## src/rtl/hp_bar_object_if.sv

```systemverilog
// Pixel-scan and control bundle between the video pipeline and the HP label/bar object.
// No valid/ready pair here: pixelX/pixelY are sampled every clock, hit/heal/restart/startOfFrame
// are one-cycle pulses, and the object's outputs follow the fixed two-cycle pixel latency.
interface hp_bar_object_if;
    logic [10:0] pixelX;
    logic [10:0] pixelY;
    logic        startOfFrame;
    logic        hit;
    logic        heal;
    logic        restart;
    logic        bitmapDrawReq;
    logic [10:0] offsetX;
    logic [10:0] offsetY;
    logic        drawingRequest;
    logic [7:0]  RGBout;
    logic [2:0]  hpValue;
    logic        dead;
    logic [1:0]  state_dbg;

    modport master (
        output pixelX, pixelY, startOfFrame, hit, heal, restart, bitmapDrawReq,
        input  offsetX, offsetY, drawingRequest, RGBout, hpValue, dead, state_dbg
    );

    modport slave (
        input  pixelX, pixelY, startOfFrame, hit, heal, restart, bitmapDrawReq,
        output offsetX, offsetY, drawingRequest, RGBout, hpValue, dead, state_dbg
    );
endinterface

```

## src/rtl/hp_bar_object.sv

```systemverilog
// "HP" label driver plus segmented health bar; owns player health and the
// alive/blink/dead state machine. Two-stage pixel pipeline matches the bitmap latency.
module hp_bar_object #(
    parameter int          TOP_X        = 16,
    parameter int          TOP_Y        = 8,
    parameter int          MAX_HP       = 5,
    parameter int          BLINK_FRAMES = 32,
    parameter logic [7:0]  LABEL_COLOR  = 8'hFF,
    parameter logic [7:0]  DEAD_COLOR   = 8'hE0,
    parameter logic [7:0]  BAR_COLOR    = 8'h1C
) (
    input  logic           clk,
    input  logic           resetN,
    hp_bar_object_if.slave bus
);

    localparam int BAR_X = TOP_X + 64;

    typedef enum logic [1:0] {
        ST_ALIVE = 2'd0,
        ST_BLINK = 2'd1,
        ST_DEAD  = 2'd2
    } state_t;

    state_t      state;
    logic [2:0]  hp;
    logic        dead_q;
    logic [5:0]  frame_cnt;

    logic        in_rows;
    logic        in_label_c;
    logic        in_seg_c;
    logic        seg_filled_c;
    logic [10:0] bar_rel;
    logic [6:0]  seg_idx;

    logic        in_label1, in_seg1, seg_filled1;
    logic [10:0] offset_x_q, offset_y_q;
    logic        in_label2, in_seg2, seg_filled2, blank2;

    assign in_rows    = (bus.pixelY >= 11'(TOP_Y)) && (bus.pixelY < 11'(TOP_Y + 32));
    assign in_label_c = in_rows && (bus.pixelX >= 11'(TOP_X)) && (bus.pixelX < 11'(BAR_X));

    // Segment k sits at pitch 16 from the bar origin; the last 4 columns of each pitch are the gap.
    assign bar_rel      = bus.pixelX - 11'(BAR_X);
    assign seg_idx      = bar_rel[10:4];
    assign in_seg_c     = in_rows && (bus.pixelX >= 11'(BAR_X)) &&
                          (seg_idx < 7'(MAX_HP)) && (bar_rel[3:0] < 4'd12);
    assign seg_filled_c = seg_idx < {4'd0, hp};

    always_ff @(posedge clk or negedge resetN) begin
        if (!resetN) begin
            in_label1   <= 1'b0;
            in_seg1     <= 1'b0;
            seg_filled1 <= 1'b0;
            offset_x_q  <= 11'd0;
            offset_y_q  <= 11'd0;
            in_label2   <= 1'b0;
            in_seg2     <= 1'b0;
            seg_filled2 <= 1'b0;
            blank2      <= 1'b0;
        end else begin
            in_label1   <= in_label_c;
            in_seg1     <= in_seg_c;
            seg_filled1 <= seg_filled_c;
            // Offsets are parked at 0 outside the label so the bitmap index never leaves 64x32.
            offset_x_q  <= in_label_c ? (bus.pixelX - 11'(TOP_X)) : 11'd0;
            offset_y_q  <= in_label_c ? (bus.pixelY - 11'(TOP_Y)) : 11'd0;
            in_label2   <= in_label1;
            in_seg2     <= in_seg1;
            seg_filled2 <= seg_filled1;
            blank2      <= (state == ST_BLINK) && frame_cnt[2];
        end
    end

    always_ff @(posedge clk or negedge resetN) begin
        if (!resetN) begin
            state     <= ST_ALIVE;
            hp        <= 3'(MAX_HP);
            frame_cnt <= 6'd0;
            dead_q    <= 1'b0;
        end else if (bus.restart) begin
            state     <= ST_ALIVE;
            hp        <= 3'(MAX_HP);
            frame_cnt <= 6'd0;
            dead_q    <= 1'b0;
        end else begin
            case (state)
                ST_ALIVE: begin
                    if (bus.hit) begin
                        if (hp == 3'd1) begin
                            state  <= ST_DEAD;
                            hp     <= 3'd0;
                            dead_q <= 1'b1;
                        end else begin
                            state     <= ST_BLINK;
                            hp        <= hp - 3'd1;
                            frame_cnt <= 6'(BLINK_FRAMES);
                        end
                    end else if (bus.heal && (hp < 3'(MAX_HP))) begin
                        hp <= hp + 3'd1;
                    end
                end
                ST_BLINK: begin
                    if (bus.heal && (hp < 3'(MAX_HP))) begin
                        hp <= hp + 3'd1;
                    end
                    if (bus.startOfFrame) begin
                        frame_cnt <= frame_cnt - 6'd1;
                        if (frame_cnt == 6'd1) begin
                            state <= ST_ALIVE;
                        end
                    end
                end
                ST_DEAD: begin
                    hp <= 3'd0;
                end
                default: begin
                    state <= ST_ALIVE;
                end
            endcase
        end
    end

    assign bus.offsetX        = offset_x_q;
    assign bus.offsetY        = offset_y_q;
    assign bus.drawingRequest = !blank2 && ((in_label2 && bus.bitmapDrawReq) || (in_seg2 && seg_filled2));
    assign bus.RGBout         = in_label2 ? (dead_q ? DEAD_COLOR : LABEL_COLOR) : BAR_COLOR;
    assign bus.hpValue        = hp;
    assign bus.dead           = dead_q;
    assign bus.state_dbg      = state;

endmodule
```

## src/flat_wrapper.sv

```systemverilog
// flat-port wrapper written by rule: the top's interface ports become plain ports
module hp_bar_object_flat 
#(
    parameter int          TOP_X        = 16,
    parameter int          TOP_Y        = 8,
    parameter int          MAX_HP       = 5,
    parameter int          BLINK_FRAMES = 32,
    parameter logic [7:0]  LABEL_COLOR  = 8'hFF,
    parameter logic [7:0]  DEAD_COLOR   = 8'hE0,
    parameter logic [7:0]  BAR_COLOR    = 8'h1C
)
  (clk, resetN, bus_pixelX, bus_pixelY, bus_startOfFrame, bus_hit, bus_heal, bus_restart, bus_bitmapDrawReq, bus_offsetX, bus_offsetY, bus_drawingRequest, bus_RGBout, bus_hpValue, bus_dead, bus_state_dbg);
  hp_bar_object_if bus_i ();
  input  logic clk;
  input  logic resetN;
  input wire logic [$bits(bus_i.pixelX)-1:0] bus_pixelX;
  input wire logic [$bits(bus_i.pixelY)-1:0] bus_pixelY;
  input wire logic [$bits(bus_i.startOfFrame)-1:0] bus_startOfFrame;
  input wire logic [$bits(bus_i.hit)-1:0] bus_hit;
  input wire logic [$bits(bus_i.heal)-1:0] bus_heal;
  input wire logic [$bits(bus_i.restart)-1:0] bus_restart;
  input wire logic [$bits(bus_i.bitmapDrawReq)-1:0] bus_bitmapDrawReq;
  output wire logic [$bits(bus_i.offsetX)-1:0] bus_offsetX;
  output wire logic [$bits(bus_i.offsetY)-1:0] bus_offsetY;
  output wire logic [$bits(bus_i.drawingRequest)-1:0] bus_drawingRequest;
  output wire logic [$bits(bus_i.RGBout)-1:0] bus_RGBout;
  output wire logic [$bits(bus_i.hpValue)-1:0] bus_hpValue;
  output wire logic [$bits(bus_i.dead)-1:0] bus_dead;
  output wire logic [$bits(bus_i.state_dbg)-1:0] bus_state_dbg;
  assign bus_i.pixelX = bus_pixelX;
  assign bus_i.pixelY = bus_pixelY;
  assign bus_i.startOfFrame = bus_startOfFrame;
  assign bus_i.hit = bus_hit;
  assign bus_i.heal = bus_heal;
  assign bus_i.restart = bus_restart;
  assign bus_i.bitmapDrawReq = bus_bitmapDrawReq;
  assign bus_offsetX = bus_i.offsetX;
  assign bus_offsetY = bus_i.offsetY;
  assign bus_drawingRequest = bus_i.drawingRequest;
  assign bus_RGBout = bus_i.RGBout;
  assign bus_hpValue = bus_i.hpValue;
  assign bus_dead = bus_i.dead;
  assign bus_state_dbg = bus_i.state_dbg;
  hp_bar_object #(.TOP_X(TOP_X), .TOP_Y(TOP_Y), .MAX_HP(MAX_HP), .BLINK_FRAMES(BLINK_FRAMES), .LABEL_COLOR(LABEL_COLOR), .DEAD_COLOR(DEAD_COLOR), .BAR_COLOR(BAR_COLOR)) u_core (.clk(clk), .resetN(resetN), .bus(bus_i));
endmodule
```

## config.mk

```make
export PLATFORM = sky130hd
export DESIGN_NAME = hp_bar_object_flat
export DESIGN_NICKNAME = d
export VERILOG_FILES = /design/src/rtl/hp_bar_object_if.sv /design/src/rtl/hp_bar_object.sv /design/src/flat_wrapper.sv
export SDC_FILE = /design/constraint.sdc
export NUM_CORES = 1
export LEC_CHECK = 0
export ABC_CLOCK_PERIOD_IN_PS = 1950
export CORE_MARGIN = 4
export CORE_UTILIZATION = 25
export CTS_CLUSTER_SIZE = 20
export DETAILED_ROUTE_END_ITERATION = 8
export PLACE_DENSITY_LB_ADDON = 0.3
export SYNTH_ARGS = -nofsm -noshare
export SYNTH_HDL_FRONTEND = slang
export SYNTH_SLANG_ARGS = --single-unit
```

## constraint.sdc

```tcl
create_clock -name clk -period 1.95 [get_ports clk]
set_input_delay 0.4875 -clock clk [delete_from_list [all_inputs] [get_ports clk]]
set_output_delay 0.4875 -clock clk [all_outputs]
set_load 0.01 [all_outputs]
```

==> results.toml, run 1 <==
[outcome]
outcome = "finished clean"

[timing]
final.min_clock_period_ns = 1.89
min_period_over_period = 0.971
slew_headroom = 0.609
setup_violations = 0
fin_setup_tns_ns = 0
timing_hold_violations_final = 0
final_critical_path_setup_slack_ns = 0.0570
final.setup_skew_ns = 0.00639
tightest_slew_ns = 0.587
final_max_slew_viol_count = 0
achievable-frequency_mhz = 528

[synthesis]
synth_cells = 246
synth_ff_type = "sky130_fd_sc_hd__dfrtp_1"
average_cell_area_after_synthesis_um2 = 9.48
synth.lib_cells_used.distinct = 49
synthesis.area_um2 = 2330
synthesis.yosys.warnings = 0
synth_edf_count = 0
synthesis.nets = 290
async_reset_ff_frac = 1.00
ys_seq_area_frac = 0.441
ys_seq_elements = 41

[pwr]
irDropWorstVdd_v = 0.000335
static-leakage-power_nw = 1.62
power.density_cell_area_nw_per_um2 = 807

[floorplanning]
dieHeight_um = 105
die_boundary_width_um = 105
num_io_pins = 66
fp.dieArea_um2 = 10900
fp.coreArea_um2 = 8890
start_util = 0.262
core.rowCount = 34

[final_layout]
fin_area_um2 = 3750
area_of_the_multi_input_gates_um2 = 1340
mostFrequentLayoutCell = "sky130_fd_sc_hd__clkdlybuf4s50_1"
layout-drive-gt1-share = 0.291
final-seq-area_um2 = 1030
finalNetCount = 395
synthToLayoutAreaGrowth_pct = 60.7
count_of_inserted_antenna_diode_cells = 0
layout.cells.most_common_list = "sky130_fd_sc_hd__clkdlybuf4s50_1, sky130_fd_sc_hd__buf_4, sky130_fd_sc_hd__dfrtp_1"
fill_cells = 867
finish.utilization = 0.421

[setup_path]
timing.critical_path.arrival_ns = 1.41
critical_path_class = "in2out"
logic_depth_of_the_worst_register_to_register_path = 4
timing.critical_path.required_ns = 1.46
setup.worst_path.end_class = "output port"
critical_path.reg2reg.startpoint = "u_core.frame_cnt[3]$_DFFE_PN0P_"
r2r_setup_slack_ns = 0.11
cp-start-kind = "input port"
critical_path.reg2reg.endpoint = "u_core.bus.state_dbg[1]$_DFFE_PN0P_"
crit_fanout = 1

[clock_network]
clk_path_buf_depth = 2
cts_tree = "done"
htree_num_levels = 2
clock_network_latency_to_the_later_pin_of_the_worst_skew_pair_ns = 0.29
cts_hold_buf = 0
cts.reportedPaths.clkPinSlew_ns = 0.08
cell_chosen_for_the_clock_root = "sky130_fd_sc_hd__clkbuf_8"
cts_inserted_buffers = 5
clock-sinks = 41

[grt]
first_pass_grt_wire_length_um = 10500
gr-total-overflow = 0
antenna_found_initial = 0
grt_max_degree = 24
grt_pass1_vias = 2159
grt_util_all_layers = 0.117

[worst_hold_path]
hold_path.class = "in2async"

[placed_design]
place.detailed.hpwl_um = 4860
globalplace.congestion = 0.841
port_buffers = 65
place_area_um2 = 3380
preCtsSetupSlack_ns = -0.630

[detailed_routing]
number_of_remaining_drc_errors = 0
detailroute.via_count = 2132
number_of_violations_reported_at_the_end_of_detailed_routing_iteration_0 = 64
postRouteWirelength_um = 6360
detail_route.wl_per_cell_um = 13.9
detail_route.vias_per_cell = 4.64
drt_pass1_iterations = 6
ant_nets = 0

[flow_run]
max-cap-violations = 0
[logic make-up after synthesis]
group,share of synthesized area
XOR/XNOR,0.0451
multiplexers,0.00429
AO/OA/AOI/OAI,0.134
adder cells (fa/ha/maj),0.0805
flip-flops,0.441
AND/OR/NAND/NOR,0.215
buffers and inverters,0.0799
[area by class of cell]
cell class                 instances  share of cell area
clock inverter                     1             0.00200
multi-input combinational        166               0.358
sequential                        41               0.275
inverter                          23              0.0230
timing repair buffer             114               0.284
clock buffer                       6              0.0220
tap                              108              0.0361
[Yosys cell counts, types with 3 or more instances]
| library cell | n | area, µm² |
|---|---|---|
| sky130_fd_sc_hd__or4_1 | 5 | 37.5 |
| sky130_fd_sc_hd__a21oi_1 | 7 | 35.0 |
| sky130_fd_sc_hd__o31ai_1 | 3 | 22.5 |
| sky130_fd_sc_hd__nor2_1 | 9 | 33.8 |
| sky130_fd_sc_hd__or3_1 | 3 | 18.8 |
| sky130_fd_sc_hd__inv_1 | 23 | 86.3 |
| sky130_fd_sc_hd__nand2_1 | 16 | 60.1 |
| sky130_fd_sc_hd__o21ai_0 | 10 | 50.1 |
| sky130_fd_sc_hd__nor2b_1 | 5 | 31.3 |
| sky130_fd_sc_hd__ha_1 | 15 | 188 |
| sky130_fd_sc_hd__buf_4 | 6 | 45.0 |
| sky130_fd_sc_hd__nor4_1 | 3 | 18.8 |
| sky130_fd_sc_hd__clkbuf_1 | 6 | 22.5 |
| sky130_fd_sc_hd__xor2_1 | 6 | 52.6 |
| sky130_fd_sc_hd__nand3_1 | 6 | 30.0 |
| sky130_fd_sc_hd__a31oi_1 | 3 | 18.8 |
| sky130_fd_sc_hd__a21o_1 | 3 | 22.5 |
| sky130_fd_sc_hd__nand2b_1 | 5 | 31.3 |
| sky130_fd_sc_hd__dfrtp_1 | 39 | 976 |
| sky130_fd_sc_hd__nor3_1 | 30 | 150 |
| sky130_fd_sc_hd__xnor2_1 | 6 | 52.6 |
[stage by stage]
step | power [mW] | hold WS [ns] | std cells
floorplan | 1.85 | 0.192 | 246
global placement | 2.41 | 0.335 | 448
detailed placement | 2.42 | 0.336 | 448
CTS | 3.05 | 0.201 | 459
global route | 3.29 | 0.230 | 459
finish | 3.02 | 0.193 | 459
[registers in the layout, summed over array words and instances (netlist names), 2 cells and up]
register,cells
u_core.bus.hpValue,3
u_core.bus.offsetX,11
u_core.bus.offsetY,11
u_core.bus.state_dbg,2
u_core.frame_cnt,6
[per-layer routing]
layer  part of all wire  global-route usage  vias up  wire length, µm
met5                  0                   0        -                0
met4              0.020              0.0497        0              129
met3              0.037              0.0210       10              237
met2               0.50               0.195       52             3210
met1               0.44               0.150      999             2790
li1                   -                   -     1071                -
[worst max-delay path by stage]
stage / startpoint / end / slack [ns]
2_1_floorplan: bus_pixelX[5] / u_core.seg_filled1$_DFF_PN0_ / 0.04
3_3_place_gp: bus_pixelX[4] / u_core.seg_filled1$_DFF_PN0_ / -0.62
3_5_place_dp: bus_pixelX[4] / u_core.seg_filled1$_DFF_PN0_ / -0.63
4_1_cts: bus_pixelX[5] / u_core.bus.offsetX[9]$_DFF_PN0_ / -0.03
5_1_grt: bus_pixelX[4] / u_core.seg_filled1$_DFF_PN0_ / -0.002
6_report: bus_bitmapDrawReq / bus_drawingRequest / 0.06
[timing repair]
item                                    CTS  global route
gates resized for setup                  41            33
endpoints found under the setup margin   29            31
pin swaps                                 6             6
gates cloned                              2             0
buffers inserted                          2             0
[report_power, final]
part           leakage [nW]  internal, mW  switching, mW  total (mW)
combinational          1.02         0.725          0.711        1.44
clock                0.0433         0.280          0.273       0.552
sequential            0.560         0.950         0.0860        1.04
[critical path: stages]
cell	delay, ns
sky130_fd_sc_hd__clkdlybuf4s50_1	0.40
sky130_fd_sc_hd__a22oi_1	0.18
sky130_fd_sc_hd__nor2_1	0.05
sky130_fd_sc_hd__dlygate4sd2_1	0.28
Power figures use the tool's default switching activity.
==> run 2, diff against run 1 <==
--- a/config.mk
+++ b/config.mk
@@ -11,6 +11,7 @@
 export CTS_CLUSTER_SIZE = 20
 export DETAILED_ROUTE_END_ITERATION = 8
 export PLACE_DENSITY_LB_ADDON = 0.3
+export REMOVE_ABC_BUFFERS = 1
 export SYNTH_ARGS = -nofsm -noshare
 export SYNTH_HDL_FRONTEND = slang
 export SYNTH_SLANG_ARGS = --single-unit
==> run 2 against run 1 <==
Compared with the run above:
- register-to-register slack about the same
- fmax decreased by 1.3%
- routed wire length increased by 2.1%
- first-iteration DRC count increased by 25%
- largest cell class unchanged
- sequential power about the same
- setup slack got worse by 0.025 ns
- critical endpoint is now u_core.seg_filled1$_DFF_PN0_
==> results.toml, run 2 (synthesis results as in run 1) <==
[setup_path]
timing.critical_path.arrival_ns = 2.11
logic_depth_of_the_worst_register_to_register_path = 7
setup.worst_path.end_class = "register"
timing.critical_path.required_ns = 2.14
r2r_setup_slack_ns = 0.10
crit_fanout = 3
critical_path.reg2reg.startpoint = "u_core.bus.state_dbg[1]$_DFFE_PN0P_"
critical_path_class = "in2reg"
cp-start-kind = "input port"
critical_path.reg2reg.endpoint = "u_core.bus.state_dbg[1]$_DFFE_PN0P_"

[final_layout]
layout-drive-gt1-share = 0.273
layout.cells.most_common_list = "sky130_fd_sc_hd__clkdlybuf4s50_1, sky130_fd_sc_hd__buf_4, sky130_fd_sc_hd__dfrtp_1"
count_of_inserted_antenna_diode_cells = 0
mostFrequentLayoutCell = "sky130_fd_sc_hd__clkdlybuf4s50_1"
finalNetCount = 395
finish.utilization = 0.416
synthToLayoutAreaGrowth_pct = 58.7

[floorplanning]
fp.coreArea_um2 = 8890
die_boundary_width_um = 105
core.rowCount = 34
num_io_pins = 66
fp.dieArea_um2 = 10900
dieHeight_um = 105
start_util = 0.262

[placed_design]
globalplace.congestion = 0.743
port_buffers = 65
place.detailed.hpwl_um = 4700

[pwr]
static-leakage-power_nw = 1.63
irDropWorstVdd_v = 0.000381
post-layout-total-power_mw = 3.22
power.density_cell_area_nw_per_um2 = 870

[clock_network]
clk_path_buf_depth = 2
clock-sinks = 41
cts_inserted_buffers = 5
cts_hold_buf = 0
cts.reportedPaths.clkPinSlew_ns = 0.09
clock_network_latency_to_the_later_pin_of_the_worst_skew_pair_ns = 0.30
htree_num_levels = 2
cts_tree = "done"
cell_chosen_for_the_clock_root = "sky130_fd_sc_hd__clkbuf_8"

[timing]
final.min_clock_period_ns = 1.92
slew_headroom = 0.632
final_max_slew_viol_count = 0
achievable-frequency_mhz = 521
setup_violations = 0
tightest_slew_ns = 0.549
timing_hold_violations_final = 0
final.setup_skew_ns = 0.00645
min_period_over_period = 0.984

[detailed_routing]
detail_route.vias_per_cell = 4.70
drt_pass1_iterations = 4
postRouteWirelength_um = 6490
detailroute.via_count = 2161
number_of_violations_reported_at_the_end_of_detailed_routing_iteration_0 = 80
detail_route.wl_per_cell_um = 14.1
number_of_remaining_drc_errors = 0
ant_nets = 0

[grt]
grt_util_all_layers = 0.119
grt_pass1_vias = 2217
antenna_found_initial = 0
grt_max_degree = 23
gr-total-overflow = 0
first_pass_grt_wire_length_um = 10700

[worst_hold_path]
hold_path.class = "in2async"

[flow_run]
max-cap-violations = 0

[outcome]
outcome = "finished clean"
-- run 2: worst max path at each step --
stage                        startpoint                          endpoint  depth (start not counted)
after floorplan           bus_pixelX[5]  u_core.bus.offsetX[10]$_DFF_PN0_                          6
after global placement    bus_pixelX[5]          u_core.in_seg1$_DFF_PN0_                          7
after detailed placement  bus_pixelX[5]          u_core.in_seg1$_DFF_PN0_                          7
after CTS                 bus_pixelX[6]      u_core.seg_filled1$_DFF_PN0_                          5
after global routing      bus_pixelX[4]      u_core.seg_filled1$_DFF_PN0_                          7
final                     bus_pixelX[4]      u_core.seg_filled1$_DFF_PN0_                          7
-- run 2: stage by stage --
step / setup TNS [ns] / worst slack, ns / instances / hold slack (ns) / cell area, µm²
5_1_grt: -0.00566 / -0.00566 / 460 / 0.203 / 3700
3_3_place_gp: -11.78 / -0.548 / 447 / 0.340 / 3370
2_1_floorplan: -4.09 / -0.198 / 230 / 0.192 / 2230
4_1_cts: 0 / 0.000504 / 459 / 0.179 / 3590
3_5_place_dp: -14.26 / -0.620 / 447 / 0.339 / 3370
6_report: 0 / 0.0322 / 460 / 0.158 / 3700
-- run 2: power by group --
part	internal [mW]	switching, mW	total, mW	leakage [nW]
clock	0.384	0.329	0.713	0.0543
sequential	0.949	0.0758	1.03	0.560
combinational	0.743	0.738	1.48	1.01
-- run 2: timing repair --
item / in CTS / in global routing
gates resized for setup: 28 / 28
setup endpoints to repair: 31 / 29
cloned: 2 / 0
pin swaps: 5 / 3
buffers inserted: 2 / 1
-- run 2: worst max-delay path, stage by stage --
cell and delay (ns):
sky130_fd_sc_hd__dlygate4sd2_1 0.27, sky130_fd_sc_hd__inv_2 0.08, sky130_fd_sc_hd__ha_1 0.17, sky130_fd_sc_hd__nor2b_1 0.07, sky130_fd_sc_hd__o21a_1 0.17, sky130_fd_sc_hd__or4_4 0.54
sky130_fd_sc_hd__a2111oi_4 0.32
-- run 2: cell type report --
type	instances	area, µm²
sequential	41	1030
clock buffer	5	68.8
fill	867	5190
inverter	23	86.3
timing repair buffer	114	1060
multi-input combinational	166	1280
tap	108	135
clock inverter	3	46.3
-- run 2: per-layer routing --
metal,up-vias,track usage,routed length (µm)
met5,-,0,0
met4,0,0.0347,80
met3,4,0.0333,350
met2,54,0.186,2950
met1,1034,0.163,3110
li1,1069,-,-
